--- src/rtl/multicycle_ctrl.sv ---
// Multicycle MIPS-style control unit: sequences FETCH/DECODE/EXEC/MEM/WB,
// drives datapath strobes and mux selects, keeps the brz/balrn condition
// flags, and counts retired instructions.
module multicycle_ctrl (
  input  logic        clk,
  input  logic        rst_n,
  input  logic [5:0]  opcode,
  input  logic [5:0]  funct,
  input  logic        instr_zero,
  input  logic        alu_zero,
  input  logic        alu_neg,
  input  logic        mem_ready,
  output logic        pc_write,
  output logic        pc_write_cond,
  output logic        ir_write,
  output logic        iord,
  output logic        mem_read,
  output logic        mem_write,
  output logic        reg_write,
  output logic        mem_to_reg,
  output logic        alu_src_a,
  output logic [1:0]  alu_src_b,
  output logic [1:0]  alu_op,
  output logic [1:0]  reg_dst,
  output logic [1:0]  pc_src,
  output logic        halted,
  output logic        illegal,
  output logic [2:0]  state,
  output logic [15:0] retired
);

  typedef enum logic [2:0] {
    S_FETCH  = 3'd0,
    S_DECODE = 3'd1,
    S_EXEC   = 3'd2,
    S_MEM    = 3'd3,
    S_WB     = 3'd4,
    S_HALT   = 3'd5
  } state_t;

  localparam logic [5:0] OP_RTYPE = 6'h00;
  localparam logic [5:0] OP_J     = 6'h02;
  localparam logic [5:0] OP_BEQ   = 6'h04;
  localparam logic [5:0] OP_LW    = 6'h23;
  localparam logic [5:0] OP_SW    = 6'h2B;
  localparam logic [5:0] FN_BRZ   = 6'h14;
  localparam logic [5:0] FN_BALRN = 6'h17;

  state_t      state_q, state_d;
  logic        illegal_q, illegal_d;
  logic        z_flag_q, z_flag_d;
  logic        n_flag_q, n_flag_d;
  logic [15:0] retired_q, retired_d;

  logic is_rtype, is_lw, is_sw, is_beq, is_j, is_brz, is_balrn, is_plain_r;
  logic enter_fetch;

  // Instruction class decode; IR is held stable from DECODE to the next FETCH,
  // so later states can decode it again instead of storing a class register.
  always_comb begin
    is_rtype   = (opcode == OP_RTYPE);
    is_lw      = (opcode == OP_LW);
    is_sw      = (opcode == OP_SW);
    is_beq     = (opcode == OP_BEQ);
    is_j       = (opcode == OP_J);
    is_brz     = is_rtype && (funct == FN_BRZ);
    is_balrn   = is_rtype && (funct == FN_BALRN);
    is_plain_r = is_rtype && !is_brz && !is_balrn;
  end

  // Next-state, flag and retirement-counter computation.
  always_comb begin
    state_d     = state_q;
    illegal_d   = illegal_q;
    z_flag_d    = z_flag_q;
    n_flag_d    = n_flag_q;
    enter_fetch = 1'b0;
    case (state_q)
      S_FETCH: begin
        if (mem_ready) state_d = S_DECODE;
      end
      S_DECODE: begin
        if (instr_zero) begin
          state_d = S_HALT;
        end else if (is_rtype || is_lw || is_sw || is_beq) begin
          state_d = S_EXEC;
        end else if (is_j) begin
          state_d     = S_FETCH;
          enter_fetch = 1'b1;
        end else begin
          state_d   = S_HALT;
          illegal_d = 1'b1;
        end
      end
      S_EXEC: begin
        if (is_lw || is_sw) begin
          state_d = S_MEM;
        end else if (is_beq || is_brz || (is_balrn && !n_flag_q)) begin
          state_d     = S_FETCH;
          enter_fetch = 1'b1;
        end else if (is_balrn || is_plain_r) begin
          state_d = S_WB;
        end else begin
          // IR changed underneath us; treat as an illegal instruction.
          state_d   = S_HALT;
          illegal_d = 1'b1;
        end
      end
      S_MEM: begin
        if (mem_ready) begin
          if (is_lw) begin
            state_d = S_WB;
          end else begin
            state_d     = S_FETCH;
            enter_fetch = 1'b1;
          end
        end
      end
      S_WB: begin
        state_d     = S_FETCH;
        enter_fetch = 1'b1;
        if (is_plain_r) begin
          z_flag_d = alu_zero;
          n_flag_d = alu_neg;
        end
      end
      S_HALT: begin
        state_d = S_HALT;
      end
      default: begin
        state_d   = S_HALT;
        illegal_d = 1'b1;
      end
    endcase
    retired_d = enter_fetch ? (retired_q + 16'd1) : retired_q;
  end

  // State machine and architectural flags, asynchronously cleared.
  always_ff @(posedge clk or negedge rst_n) begin
    if (!rst_n) begin
      state_q   <= S_FETCH;
      illegal_q <= 1'b0;
      z_flag_q  <= 1'b0;
      n_flag_q  <= 1'b0;
      retired_q <= 16'd0;
    end else begin
      state_q   <= state_d;
      illegal_q <= illegal_d;
      z_flag_q  <= z_flag_d;
      n_flag_q  <= n_flag_d;
      retired_q <= retired_d;
    end
  end

  // Strobe decode. FETCH strobes follow mem_ready within the cycle, so these
  // cannot be registered; reset gates them off immediately.
  always_comb begin
    pc_write      = 1'b0;
    pc_write_cond = 1'b0;
    ir_write      = 1'b0;
    iord          = 1'b0;
    mem_read      = 1'b0;
    mem_write     = 1'b0;
    reg_write     = 1'b0;
    mem_to_reg    = 1'b0;
    alu_src_a     = 1'b0;
    alu_src_b     = 2'b00;
    alu_op        = 2'b00;
    reg_dst       = 2'b00;
    pc_src        = 2'b00;
    case (state_q)
      S_FETCH: begin
        mem_read  = 1'b1;
        alu_src_b = 2'b01;
        ir_write  = mem_ready;
        pc_write  = mem_ready;
      end
      S_DECODE: begin
        alu_src_b = 2'b11;
        if (!instr_zero && is_j) begin
          pc_write = 1'b1;
          pc_src   = 2'b10;
        end
      end
      S_EXEC: begin
        if (is_lw || is_sw) begin
          alu_src_a = 1'b1;
          alu_src_b = 2'b10;
        end else if (is_beq) begin
          alu_src_a     = 1'b1;
          alu_op        = 2'b01;
          pc_write_cond = 1'b1;
          pc_src        = 2'b01;
        end else if (is_brz) begin
          pc_src   = 2'b11;
          pc_write = z_flag_q;
        end else if (is_balrn) begin
          if (n_flag_q) begin
            pc_write = 1'b1;
            pc_src   = 2'b11;
          end
        end else if (is_plain_r) begin
          alu_src_a = 1'b1;
          alu_op    = 2'b10;
        end
      end
      S_MEM: begin
        iord      = 1'b1;
        mem_read  = is_lw;
        mem_write = is_sw;
      end
      S_WB: begin
        reg_write = 1'b1;
        if (is_lw) begin
          mem_to_reg = 1'b1;
        end else if (is_balrn) begin
          reg_dst = 2'b10;
        end else begin
          reg_dst = 2'b01;
        end
      end
      default: ;
    endcase
    if (!rst_n) begin
      pc_write      = 1'b0;
      pc_write_cond = 1'b0;
      ir_write      = 1'b0;
      iord          = 1'b0;
      mem_read      = 1'b0;
      mem_write     = 1'b0;
      reg_write     = 1'b0;
      mem_to_reg    = 1'b0;
      alu_src_a     = 1'b0;
      alu_src_b     = 2'b00;
      alu_op        = 2'b00;
      reg_dst       = 2'b00;
      pc_src        = 2'b00;
    end
  end

  assign state   = state_q;
  assign halted  = (state_q == S_HALT);
  assign illegal = illegal_q;
  assign retired = retired_q;

endmodule

--- config.mk ---
export PLATFORM = sky130hd
export DESIGN_NAME = multicycle_ctrl
export DESIGN_NICKNAME = d
export VERILOG_FILES = /design/src/rtl/multicycle_ctrl.sv
export SDC_FILE = /design/constraint.sdc
export NUM_CORES = 1
export LEC_CHECK = 0
export ABC_AREA = 0
export ABC_CLOCK_PERIOD_IN_PS = 1900
export BUFFER_PORTS_ARGS = -buffer_cell sky130_fd_sc_hd__buf_2
export CORE_ASPECT_RATIO = 0.7
export CORE_MARGIN = 2
export CORE_UTILIZATION = 44
export DETAILED_ROUTE_END_ITERATION = 10
export PLACE_DENSITY_LB_ADDON = 0.08
export SETUP_SLACK_MARGIN = 0.15
export SKIP_CTS_REPAIR_TIMING = 1
export SLEW_MARGIN = 25
export SYNTH_ARGS = -nofsm -noshare
export SYNTH_HDL_FRONTEND = slang
export SYNTH_SLANG_ARGS = --single-unit
--- constraint.sdc ---
create_clock -name clk -period 1.9 [get_ports clk]
set_input_delay 0.38 -clock clk [delete_from_list [all_inputs] [get_ports clk]]
set_output_delay 0.38 -clock clk [all_outputs]
set_load 0.01 [all_outputs]
# == After elaboration in Yosys (flattened, before gate mapping) ==
# Cells that the tools add are included.
# word_totals
out_inout_bits,38
regBits,22
word_cells,128
# op_classes
n_addsub,1
mux,79
bitwise_logic,1
reduce_logical,23
eq_ne,19
# op_table
cell,n
1-bit two-way mux,44
2-bit two-way mux,20
3-bit two-way mux,8
"16-bit by 1-bit adder with 16-bit output, second input constant",1
"2-bit inequality test, second input constant",8
3-bit one-hot mux with 5 select lines,1
"6-bit by 5-bit equality test with 1-bit output, second input constant",2
"6-bit equality test, second input constant",2
1-bit logical OR,7
7-bit AND reduction,1
"3-bit by 2-bit equality test with 1-bit output, second input constant",2
"3-bit equality test, second input constant",2
"6-bit by 2-bit equality test with 1-bit output, second input constant",1
"6-bit by 3-bit equality test with 1-bit output, second input constant",1
1-bit logical AND,6
6-bit logical NOT,1
1-bit one-hot mux with 3 select lines,2
2-bit one-hot mux with 3 select lines,1
1-bit logical NOT,4
1-bit one-hot mux with 4 select lines,1
2-bit one-hot mux with 2 select lines,1
2-bit AND reduction,2
4-bit OR reduction,1
"3-bit by 1-bit equality test with 1-bit output, second input constant",1
other kinds (3),3

# == Depth between registers and ports, before layout ==
# Gate-level depths: netlist (run 1).
# logic_depth
depth_word,12
mapped_depth,7
ltp_nobuf,5

# == Worst setup path after synthesis (run 1) ==
# OpenSTA, ideal clock, no wires.
# synth_timing
path_kind,input to output
startpoint,in opcode[4]
endpoint,out pc_src[1]
required_time_ps,1520
arrival_ps,1790
cell_stages,5
n_path_buf,1
path_slack_ps,-270
cell_sequence,clkbuf_1 -> nor4_2 -> and3_1 -> or3b_1 -> a221oi_1
# synth_via
elab_chain_cells,8
word_cells_on_any_way,16
cone_classes,4 x eq/ne; 7 x mux; 5 x reduce/logical
# synth_rtl
item,line,source
"start, declared",7,"input logic [5:0] opcode,"
6-bit logical NOT,61,is_rtype = (opcode == OP_RTYPE);
1-bit logical AND,67,is_balrn = is_rtype && (funct == FN_BALRN);
2-bit two-way mux,197,end else if (is_balrn) begin
2-bit two-way mux,194,end else if (is_brz) begin
2-bit two-way mux,189,end else if (is_beq) begin
2-bit two-way mux,186,if (is_lw || is_sw) begin
2-bit one-hot mux with 2 select lines *,171,case (state_q)
2-bit two-way mux *,224,if (!rst_n) begin
"end, declared",25,"output logic [1:0] pc_src,"
# Every way passes the cells marked *; elsewhere a longest branch is shown, timed or not.

# == Worst setup path after layout (run 1) ==
# layout_timing
startpoint,reg state_q[0] (netlist: state[0])
endpoint,out pc_write
# layout_via
elab_chain_cells,3
word_cells_on_any_way,5
cone_classes,2 x eq/ne; 2 x mux; 1 x reduce/logical
# layout_rtl
item,line,source
"start, declared",49,"state_t state_q, state_d;"
"start signal, assigned",147,state_q <= state_d;
"3-bit by 2-bit equality test with 1-bit output, or another cell as far along",171,
1-bit one-hot mux with 3 select lines *,171,
1-bit two-way mux *,224,
"end, declared",13,"output logic pc_write,"
# Marks and branches as above.

==> run_results.csv, run 1 <==
group,metric,value,unit
die,core_area,3191,um2
synth,yosys-top-cells-count,"dfrtp_1, nor2_1, xnor2_1",
global_routing,antenna_found_initial,0,
synth,synth_top_area_share,0.3710,
synth,ys_top_cells_by_area,"dfrtp_1, xnor2_1, and3_1, nor2_1, nand2_1",
worst_setup_path,end_kind,"output port",
finish,multiInputGateArea,1057,um2
clock_network,clock_latency,0.27,ns
global_routing,grt_pass1_wl,6534,um
clock_network,path_clk_slew,0.08,ns
synth,synth_cell_types,46,
status,outcome,"finished with violations",
pwr,switching_share,0.3373,
synth,synthCells,161,
finish,layout-drive-gt1-share,0.5591,
drt,drt_iter0_drc,100,
pwr,peakVddDrop,618.3,uV
synth,syn_area,1484,um2
synth,muxShareOfSynthArea,0.02951,
job,maxCapViolCount,0,
worst_setup_path,start_kind,"flip-flop",
drt,drc,0,
pwr,p_seq_frac,0.354,
synth,synth-adder-area-share,0.008432,
status,violations,"negative setup slack",
synth,synth_seq_area_share,0.3710,
worst_setup_path,crit_type,"reg -> out",
timing,hold_viol,0,
global_routing,grt_max_degree,23,
pwr,p_leak,0.001125,uW
finish,stdcell_area,2391,um2
timing,timing.final.crit_period,2.299,ns
clock_network,clock-sinks,22,
worst_setup_path,crit_fanout,2,
placement,dpl_cell_area,2018,um2
placement,io_buffer_count,55,
drt,viasPerCell,5.634,
timing,grt_setup_unrepaired,"true",
finish,finalNetCount,274,
timing,worst_slew_pin_slew,0.3899,ns
synth,async_flop_share,1.000,
drt,drt-total-wl,4769,um
timing,setup_ws,-0.3988,ns
pwr,p_clk_frac,0.260,
timing,fin_worst_skew,0.005465,ns
die,num_rows,17,
die,boundaryPins,56,
clock_network,cts_tree,"yes",
global_routing,overflow,0,
timing,relSlewSlack,0.7389,
synth,syn_area_per_cell,9.217,um2
finish,num_antenna_cells,0,
drt,ant_nets,0,
worst_setup_path,critical_path_required,1.52,ns
synth,synthSimpleGateAreaFrac,0.2943,
clock_network,ctsHtreeMaxLevel,1,
worst_setup_path,r2r_cells,8,
pwr,p_switching,566.5,uW
synth,ys_ff_latch,22,
synth,yosysMostFrequentCell,"dfrtp_1",
pwr,internal_power,1113,uW
drt,wl_per_cell,16.33,um
die,start_util,0.4651,
synth,synth-compound-area-share,0.1695,
finish,fill_cells,248,
die,die_h,52.59,um
hold_path,holdCritPathClass,"in -> async",
drt,drtPass1Iterations,4,
timing,finalMaxSlewViolations,0,
placement,gp_congestion,0.8893,
clock_network,root_buffer,"clkbuf_8",
worst_setup_path,cp_data_arrival_time,1.92,ns
drt,vias,1645,
die,dieArea,3861,um2
synth,yosysWarnings,0,
timing,setup_viol,27,
clock_network,cts_max_path_buffers,2,
synth,synth_top_family_by_area,"simple AND/OR/NAND/NOR gates",
pwr,pwr-share-comb,0.386,
global_routing,grt_pass1_vias,1433,
synth,synth_top_cell_by_area,"dfrtp_1",
synth,synth-main-ff-cell,"dfrtp_1",
placement,pre_cts_slack,-0.3095,ns
synth,synth_edf_count,0,
finish,syn_to_final_growth,61.13,%
synth,synth_nets,180,
synth,synth_xor_area_frac,0.08853,
global_routing,grt_use_total,0.2202,
placement,hpwl,3241,um
finish,seq_area,550.5,um2
clock_network,cts_made_buffers,3,
die,fp.dieW,73.41,um
timing,post-route-period-util,1.210,
timing,timing.fmax,435.0,MHz
pwr,powerDensity,702.4,nW/um2
-- critical path, cell delays in order, from the launching register on --
cell,delay (ns)
dfrtp_1,0.40
nor3b_2,0.18
buf_4,0.15
o21ai_4,0.06
or3b_4,0.39
o221ai_2,0.15
and3_1,0.19
buf_2,0.13
-- area by class of cell --
type	instances	area share
timing repair buffer	96	0.2700
tap	38	0.01988
clock inverter	1	0.01256
sequential	22	0.2302
multi-input combinational	128	0.4422
inverter	4	0.007849
clock buffer	3	0.01727
-- worst paths after layout --
check                                        startpoint                 endpoint  slack (ns)
max in group asynchronous                         rst_n     n_flag_q$_DFFE_PN0P_        1.40
min in group clk                                alu_neg     n_flag_q$_DFFE_PN0P_        0.34
worst min register to register  retired[15]$_DFFE_PN0P_  retired[15]$_DFFE_PN0P_        0.47
worst max register to register     state[0]$_DFFE_PN0P_   retired[8]$_DFFE_PN0P_       -0.12
worst max-delay path               state[0]$_DFFE_PN0P_                 pc_write       -0.40
worst min-delay path                              rst_n  retired[15]$_DFFE_PN0P_        0.27
-- registers in the layout, indices dropped and copies added, names as in the netlist --
register and cells:
retired 16, z_flag_q 1, n_flag_q 1, illegal 1, state 3
-- cells in the final DEF (no fill, tap or decap), drive strengths merged, types with 2 or more instances in the layout --
cell type,count
buf,96
dfrtp,22
xnor2,15
nor2,15
nand2,14
and3,9
o21ai,8
a21oi,6
o211ai,5
o2111ai,5
nor3b,4
nand3,4
nor3,4
nor4b,3
inv,3
mux2,3
clkbuf,3
a211oi,3
nand4b,2
nand2b,2
nand4,2
or2,2
nor2b,2
a31oi,2
nor4,2
or3,2
-- per-stage QoR --
step / power (uW) / instances / hold WS [ns] / TNS, ns / utilization
after floorplan: 890.9 / 161 / 0.08441 / -0.4051 / -
final: 1679 / 292 / 0.2715 / -3.104 / 0.7494
after global placement: 1104 / 275 / 0.4487 / -4.992 / 0.6325
after CTS: 1551 / 279 / 0.2065 / -3.064 / 0.6549
after global routing: 1764 / 292 / 0.2822 / -5.687 / 0.7494
after detailed placement: 1119 / 275 / 0.4585 / -4.559 / 0.6325
-- power groups by stage --
stage	registers [uW]	clock network (uW)	logic [uW]
2_1_floorplan	628	0	263
3_3_place_gp	596	0	508
3_5_place_dp	601	0	519
4_1_cts	591	439	520
5_1_grt	607	460	697
6_report	594	437	648
-- routing by layer --
layer,vias up,routed length (um),track usage
li1,785,-,-
met1,788,2253,0.3187
met2,66,2230,0.3393
met3,6,253,0.04615
met4,0,32,0.04545
met5,-,0,0
-- kinds of logic after synthesis --
group	count (synthesis)
and+or+nand+nor	72
AOI/OAI and AO/OA	36
DFF	22
xor gates and xnor gates	15
buffers and inverters	11
muxes	4
adders and majority gates	1
(Power assumes the default switching activity.)
==> run 2, diff against run 1 <==
--- a/config.mk
+++ b/config.mk
@@ -6,11 +6,11 @@
 export NUM_CORES = 1
 export LEC_CHECK = 0
 export ABC_AREA = 0
-export ABC_CLOCK_PERIOD_IN_PS = 1900
+export ABC_CLOCK_PERIOD_IN_PS = 2220
 export BUFFER_PORTS_ARGS = -buffer_cell sky130_fd_sc_hd__buf_2
-export CORE_ASPECT_RATIO = 0.7
+export CORE_ASPECT_RATIO = 1.4
 export CORE_MARGIN = 2
-export CORE_UTILIZATION = 44
+export CORE_UTILIZATION = 45
 export DETAILED_ROUTE_END_ITERATION = 10
 export PLACE_DENSITY_LB_ADDON = 0.08
 export SETUP_SLACK_MARGIN = 0.15
==> constraint.sdc (replaced) <==
create_clock -name clk -period 2.22 [get_ports clk]
set_input_delay 0.444 -clock clk [delete_from_list [all_inputs] [get_ports clk]]
set_output_delay 0.444 -clock clk [all_outputs]
set_load 0.01 [all_outputs]
==> run 2 against run 1 <==
The run still ends with negative setup slack left. Critical path depth is the same. Worst setup slack better by 0.28 ns. First-iteration DRC count down 35%. Clock power fell by 16%. Sequential power shrank 13%. Sequential share of layout area grew 1.1 points. Largest power group unchanged. Flip-flop and latch count stayed put. Highest routed layer unchanged. Utilization shrank 1.9 points. Power is 16% lower. Combinational power is 18% lower. Die area down 2.1%. Register-to-register slack improved by 0.37 ns.
==> run_results.csv, run 2 (synthesis gave the netlist of run 1 again) <==
group,metric,value,unit
drt,drc,0,
finish,largest_reg_flops,16,
clock_network,cts_made_buffers,3,
placement,io_buffer_count,55,
die,die_h,71.95,um
finish,finalNetCount,265,
drt,viasPerCell,5.746,
drt,ant_nets,0,
timing,relSlewSlack,0.7760,
worst_setup_path,critical_path_required,1.78,ns
global_routing,grt_max_degree,15,
die,fp.dieW,52.53,um
worst_setup_path,r2r-end,"retired[12]$_DFFE_PN0P_",
timing,hold_viol,0,
global_routing,grt_pass1_vias,1490,
timing,fin_worst_skew,0.003109,ns
timing,setup_viol,2,
die,dieArea,3779,um2
pwr,peakVddDrop,633.9,uV
timing,worst_slew_pin_slew,0.3334,ns
job,maxCapViolCount,0,
pwr,fin_total_pwr,1418,uW
global_routing,overflow,0,
pwr,p_leak,0.001077,uW
finish,final_cell_mix,"buf_2, buf_4, dfrtp_1",
worst_setup_path,r2r_slack,0.25,ns
status,outcome,"finished with violations",
worst_setup_path,r2r_cells,9,
timing,finalMaxSlewViolations,0,
hold_path,holdCritPathClass,"in -> async",
drt,drt_iter0_drc,65,
worst_setup_path,crit_type,"reg -> out",
placement,gp_congestion,0.8696,
timing,timing.final.crit_period,2.343,ns
timing,post-route-period-util,1.055,
die,core_area,3123,um2
die,boundaryPins,56,
timing,setup_ws,-0.1230,ns
worst_setup_path,end_kind,"output port",
timing,timing.fmax,426.8,MHz
global_routing,grt_pass1_wl,6617,um
timing,grt_setup_unrepaired,"true",
finish,syn_to_final_growth,53.79,%
finish,final_common_cell,"buf_2",
die,num_rows,24,
status,violations,"negative setup slack",
drt,wl_per_cell,16.59,um
global_routing,antenna_found_initial,0,
clock_network,cts_tree,"yes",
clock_network,clock_latency,0.26,ns
clock_network,clock-sinks,22,
clock_network,path_clk_slew,0.08,ns
finish,num_antenna_cells,0,
finish,layout-drive-gt1-share,0.5184,
drt,drt-total-wl,4711,um
clock_network,cts_max_path_buffers,2,
timing,finalSetupTns,-0.1957,ns
worst_setup_path,crit_fanout,2,
die,start_util,0.4752,
worst_setup_path,timing.rr.start,"state[1]$_DFFE_PN0P_",
clock_network,root_buffer,"clkbuf_8",
clock_network,ctsHtreeMaxLevel,1,
worst_setup_path,cp_data_arrival_time,1.90,ns
drt,vias,1632,
drt,drtPass1Iterations,4,
pwr,powerDensity,621.3,nW/um2
worst_setup_path,start_kind,"flip-flop",
global_routing,grt_use_total,0.2276,
placement,hpwl,3299,um
run 2: cell types whose count changed in the layout (fill, tap and decap cells not counted), moves of 2 or more:
cell and change:
buf_4 -6, buf_6 -5, nor2_2 -5, nor2_1 +4, buf_2 +2, nand2_1 +2, nand2_2 -2, or2_2 +2
or2_4 -2
run 2: final cells by class:
class	instances	area [um2]
Tap cell	39	48.80
Timing Repair Buffer	87	559.3
Clock inverter	1	30.03
Clock buffer	3	41.29
Sequential cell	22	550.5
Multi-Input combinational cell	128	1033
Inverter	4	18.77
Fill cell	246	840.8
run 2: worst max path at each step:
| stage | start | end | slack, ns | cells after the start |
|---|---|---|---|---|
| after detailed placement | opcode[4] | pc_write | -0.11 | 7 |
| after CTS | state[2]$_DFFE_PN0P_ | pc_write | -0.19 | 7 |
| after global placement | opcode[4] | pc_write | -0.07 | 7 |
| after floorplan | opcode[4] | pc_write | -0.03 | 6 |
| final | state[2]$_DFFE_PN0P_ | pc_write | -0.12 | 7 |
| after global routing | state[2]$_DFFE_PN0P_ | pc_write | -0.21 | 7 |
run 2: metrics by stage:
| step | util | setup WS, ns | hold WS [ns] | std cells | instance area, um2 |
|---|---|---|---|---|---|
| after floorplan | - | -0.02726 | 0.1484 | 161 | 1523 |
| after global placement | 0.6302 | -0.07092 | 0.4557 | 271 | 1968 |
| after detailed placement | 0.6302 | -0.1068 | 0.4679 | 271 | 1968 |
| after CTS | 0.6530 | -0.1924 | 0.1838 | 275 | 2039 |
| after global routing | 0.7308 | -0.2099 | 0.2267 | 284 | 2282 |
| final | 0.7308 | -0.1230 | 0.2184 | 284 | 2282 |
run 2: report_power, final:
part | switching, uW | internal [uW] | total (uW) | leakage [uW]
clock network | 127 | 241 | 368 | 0.0000357
logic | 283 | 249 | 532 | 0.000754
registers | 61.1 | 456 | 518 | 0.000288
run 2: critical path, stage by stage, from the launching register on:
cell and delay [ns]:
dfrtp_1 0.42, nor3b_2 0.18, buf_4 0.16, o21ai_2 0.07, or3b_4 0.39, o221ai_2 0.13
and3_1 0.17, buf_2 0.13
run 2: per-layer routing:
| layer | wire, um | global-route usage | up-vias | share of wire |
|---|---|---|---|---|
| li1 | - | - | 765 | - |
| met1 | 1772 | 0.2901 | 778 | 0.38 |
| met2 | 2483 | 0.3833 | 73 | 0.53 |
| met3 | 301 | 0.02881 | 16 | 0.064 |
| met4 | 154 | 0.09402 | 0 | 0.033 |
| met5 | 0 | 0 | - | 0 |
==> run 3, diff against run 2 <==
--- a/config.mk
+++ b/config.mk
@@ -5,7 +5,7 @@
 export SDC_FILE = /design/constraint.sdc
 export NUM_CORES = 1
 export LEC_CHECK = 0
-export ABC_AREA = 0
+export ABC_AREA = 1
 export ABC_CLOCK_PERIOD_IN_PS = 2220
 export BUFFER_PORTS_ARGS = -buffer_cell sky130_fd_sc_hd__buf_2
 export CORE_ASPECT_RATIO = 1.4
==> run 3 against run 2 <==
The run now ends clean. Sequential power is 23% lower. Final cell count is 29% higher. Largest power group is now registers. Hold slack gained 0.026 ns. Largest cell class unchanged. Critical path depth unchanged. Combinational power decreased by 89%. Non-clock buffer count fell by 26. Global-route usage decreased by 3.0 points. Utilization is 14 points lower. Clock skew is 0.0011 ns lower.
==> run_results.csv, run 3 <==
group,metric,value,unit
status,outcome,"finished, final reports clean",
timing,fin_worst_skew,0.001966,ns
finish,largest_reg_flops,16,
global_routing,antenna_found_initial,0,
clock_network,clock_latency,0.26,ns
job,maxCapViolCount,0,
synth,synth_nets,282,
timing,worst_slew_pin_slew,0.3872,ns
clock_network,cts_max_path_buffers,2,
timing,grt_setup_unrepaired,"false",
synth,ys_top_cells_by_area,"dfrtp_1, nand2_1, nand3_1, inv_1, nor2_1",
clock_network,path_clk_slew,0.08,ns
clock_network,cts_tree,"yes",
finish,layout-drive-gt1-share,0.3127,
die,die_h,78.14,um
drt,vias,1854,
clock_network,ctsHtreeMaxLevel,1,
pwr,p_switching,167.8,uW
timing,finalSetupTns,0,ns
worst_setup_path,cp_data_arrival_time,1.53,ns
worst_setup_path,r2r_slack,0.59,ns
worst_setup_path,path_depth,7,
drt,viasPerCell,5.079,
timing,timing.fmax,505.4,MHz
pwr,internal_power,541.9,uW
synth,synth_seq_area_share,0.3116,
hold_path,holdCritPathClass,"in -> async",
worst_setup_path,r2r_cells,9,
placement,gp_congestion,0.8833,
worst_setup_path,crit_chain,"inv_4, nand3_4, inv_1, buf_4, nand2_1, a21oi_1, buf_2",
finish,final_common_cell,"nand2_1",
pwr,p_clk_frac,0.352,
die,fp.dieW,56.96,um
synth,synthCells,263,
drt,drc,0,
global_routing,grt_use_total,0.1976,
pwr,switching_share,0.2364,
synth,synth_top_area_share,0.3116,
clock_network,cts_made_buffers,3,
global_routing,grt_max_degree,23,
synth,async_flop_share,1.000,
finish,syn_to_final_growth,25.00,%
synth,yosys-top-cells-count,"nand2_1, nand3_1, inv_1",
worst_setup_path,r2r-end,"retired[10]$_DFFE_PN0P_",
die,start_util,0.4764,
die,core_area,3709,um2
worst_setup_path,end_kind,"output port",
worst_setup_path,timing.rr.start,"state[0]$_DFFE_PN0P_",
worst_setup_path,cp_num_buf_inv,4,
die,dieArea,4450,um2
finish,post-route-util,0.5955,
timing,hold_viol,0,
drt,ant_nets,0,
timing,setup_viol,0,
finish,final_cell_mix,"nand2_1, buf_2, nand3_1",
drt,wl_per_cell,12.19,um
timing,timing.final.crit_period,1.979,ns
global_routing,grt_pass1_vias,1735,
synth,yosysWarnings,0,
worst_setup_path,crit_fanout,5,
drt,drt-total-wl,4450,um
global_routing,grt_pass1_wl,7196,um
synth,yosysMostFrequentCell,"nand2_1",
worst_setup_path,cpPeakStageDelay,0.46,ns
worst_setup_path,crit_slowest_cell,"dfrtp_2",
synth,syn_area,1767,um2
finish,num_antenna_cells,0,
die,boundaryPins,56,
clock_network,clock-sinks,22,
timing,relSlewSlack,0.7405,
finish,finalNetCount,344,
placement,io_buffer_count,55,
finish,stdcell_area,2208,um2
worst_setup_path,crit_type,"reg -> out",
pwr,peakVddDrop,228.9,uV
worst_setup_path,crit_family,"buffers and inverters",
pwr,powerDensity,321.4,nW/um2
placement,dpl_cell_area,2078,um2
timing,post-route-period-util,0.8912,
die,num_rows,26,
pwr,p_seq_frac,0.564,
pwr,p_leak,0.001233,uW
synth,synth_top_cell_by_area,"dfrtp_1",
worst_setup_path,start_kind,"flip-flop",
timing,finalMaxSlewViolations,0,
synth,synth-main-ff-cell,"dfrtp_1",
clock_network,root_buffer,"clkbuf_8",
worst_setup_path,critical_path_required,1.78,ns
synth,synth_cell_types,28,
timing,hold_slack,0.2444,ns
drt,drtPass1Iterations,4,
drt,drt_iter0_drc,76,
synth,synth_edf_count,0,
synth,syn_area_per_cell,6.717,um2
synth,ys_ff_latch,22,
pwr,pwr-share-comb,0.083,
pwr,fin_total_pwr,709.7,uW
global_routing,overflow,0,
placement,hpwl,3398,um
==> run 3: changes by cell type after synthesis, moves of 4 or more <==
| cell | previous run | this run |
|---|---|---|
| nand2_1 | 14 | 74 |
| nand3_1 | 4 | 36 |
| nor3b_1 | 4 | 0 |
| o2111ai_1 | 4 | 0 |
| nor2_2 | 0 | 5 |
| inv_1 | 4 | 35 |
| o211ai_1 | 5 | 0 |
| nor3_1 | 4 | 9 |
| nor2_1 | 15 | 28 |
| nor2_4 | 0 | 4 |
| and3_1 | 9 | 0 |
| xor2_1 | 0 | 9 |
| xnor2_1 | 15 | 5 |
==> run 3: cell type report <==
class / instances / area [um2]
sequential: 22 / 554.3
multi-input combinational: 200 / 1099
fill: 368 / 1500
timing repair buffer: 61 / 320.3
tap: 42 / 52.55
inverter: 37 / 141.4
clock buffer: 3 / 41.29
==> run 3: per-layer routing <==
layer,track usage,wire length [um],part of all wire
met4,0.09302,84,0.019
met5,0,0,0
met3,0.01153,186,0.042
met2,0.3655,2345,0.53
met1,0.2254,1833,0.41
==> run 3: worst max path at each step <==
stage                         start           end
2_1_floorplan  state[2]$_DFFE_PN0P_     alu_op[0]
3_3_place_gp              opcode[5]      pc_write
3_5_place_dp              opcode[5]      pc_write
4_1_cts        state[2]$_DFFE_PN0P_     alu_op[0]
5_1_grt        state[2]$_DFFE_PN0P_     mem_write
6_report       state[2]$_DFFE_PN0P_  alu_src_b[1]
==> run 3: stage by stage <==
stage | worst slack, ns | std cells
floorplan | 0.2401 | 263
global placement | 0.2631 | 358
detailed placement | 0.2533 | 358
CTS | 0.1035 | 361
global route | 0.1440 | 365
finish | 0.2415 | 365
==> run 3: kinds of logic (layout without fill, tap and decap cells) <==
family                     count (synthesis)  in the layout  synth area share
adders and majority gates                  1              1          0.007081
buffers and inverters                     41            101           0.09632
DFF                                       22             22            0.3116
and+or+nand+nor                          172            172            0.4780
AOI/OAI and AO/OA                         13             13           0.03753
xor gates and xnor gates                  14             14           0.06941
==> run 3: power by group through the flow <==
stage / Combinational [uW] / Clock, uW / Sequential (uW)
CTS: 58.4 / 258 / 401
global route: 66.5 / 264 / 401
floorplan: 22.7 / 0 / 409
detailed placement: 58.3 / 0 / 409
finish: 59.1 / 250 / 400
global placement: 57.8 / 0 / 409
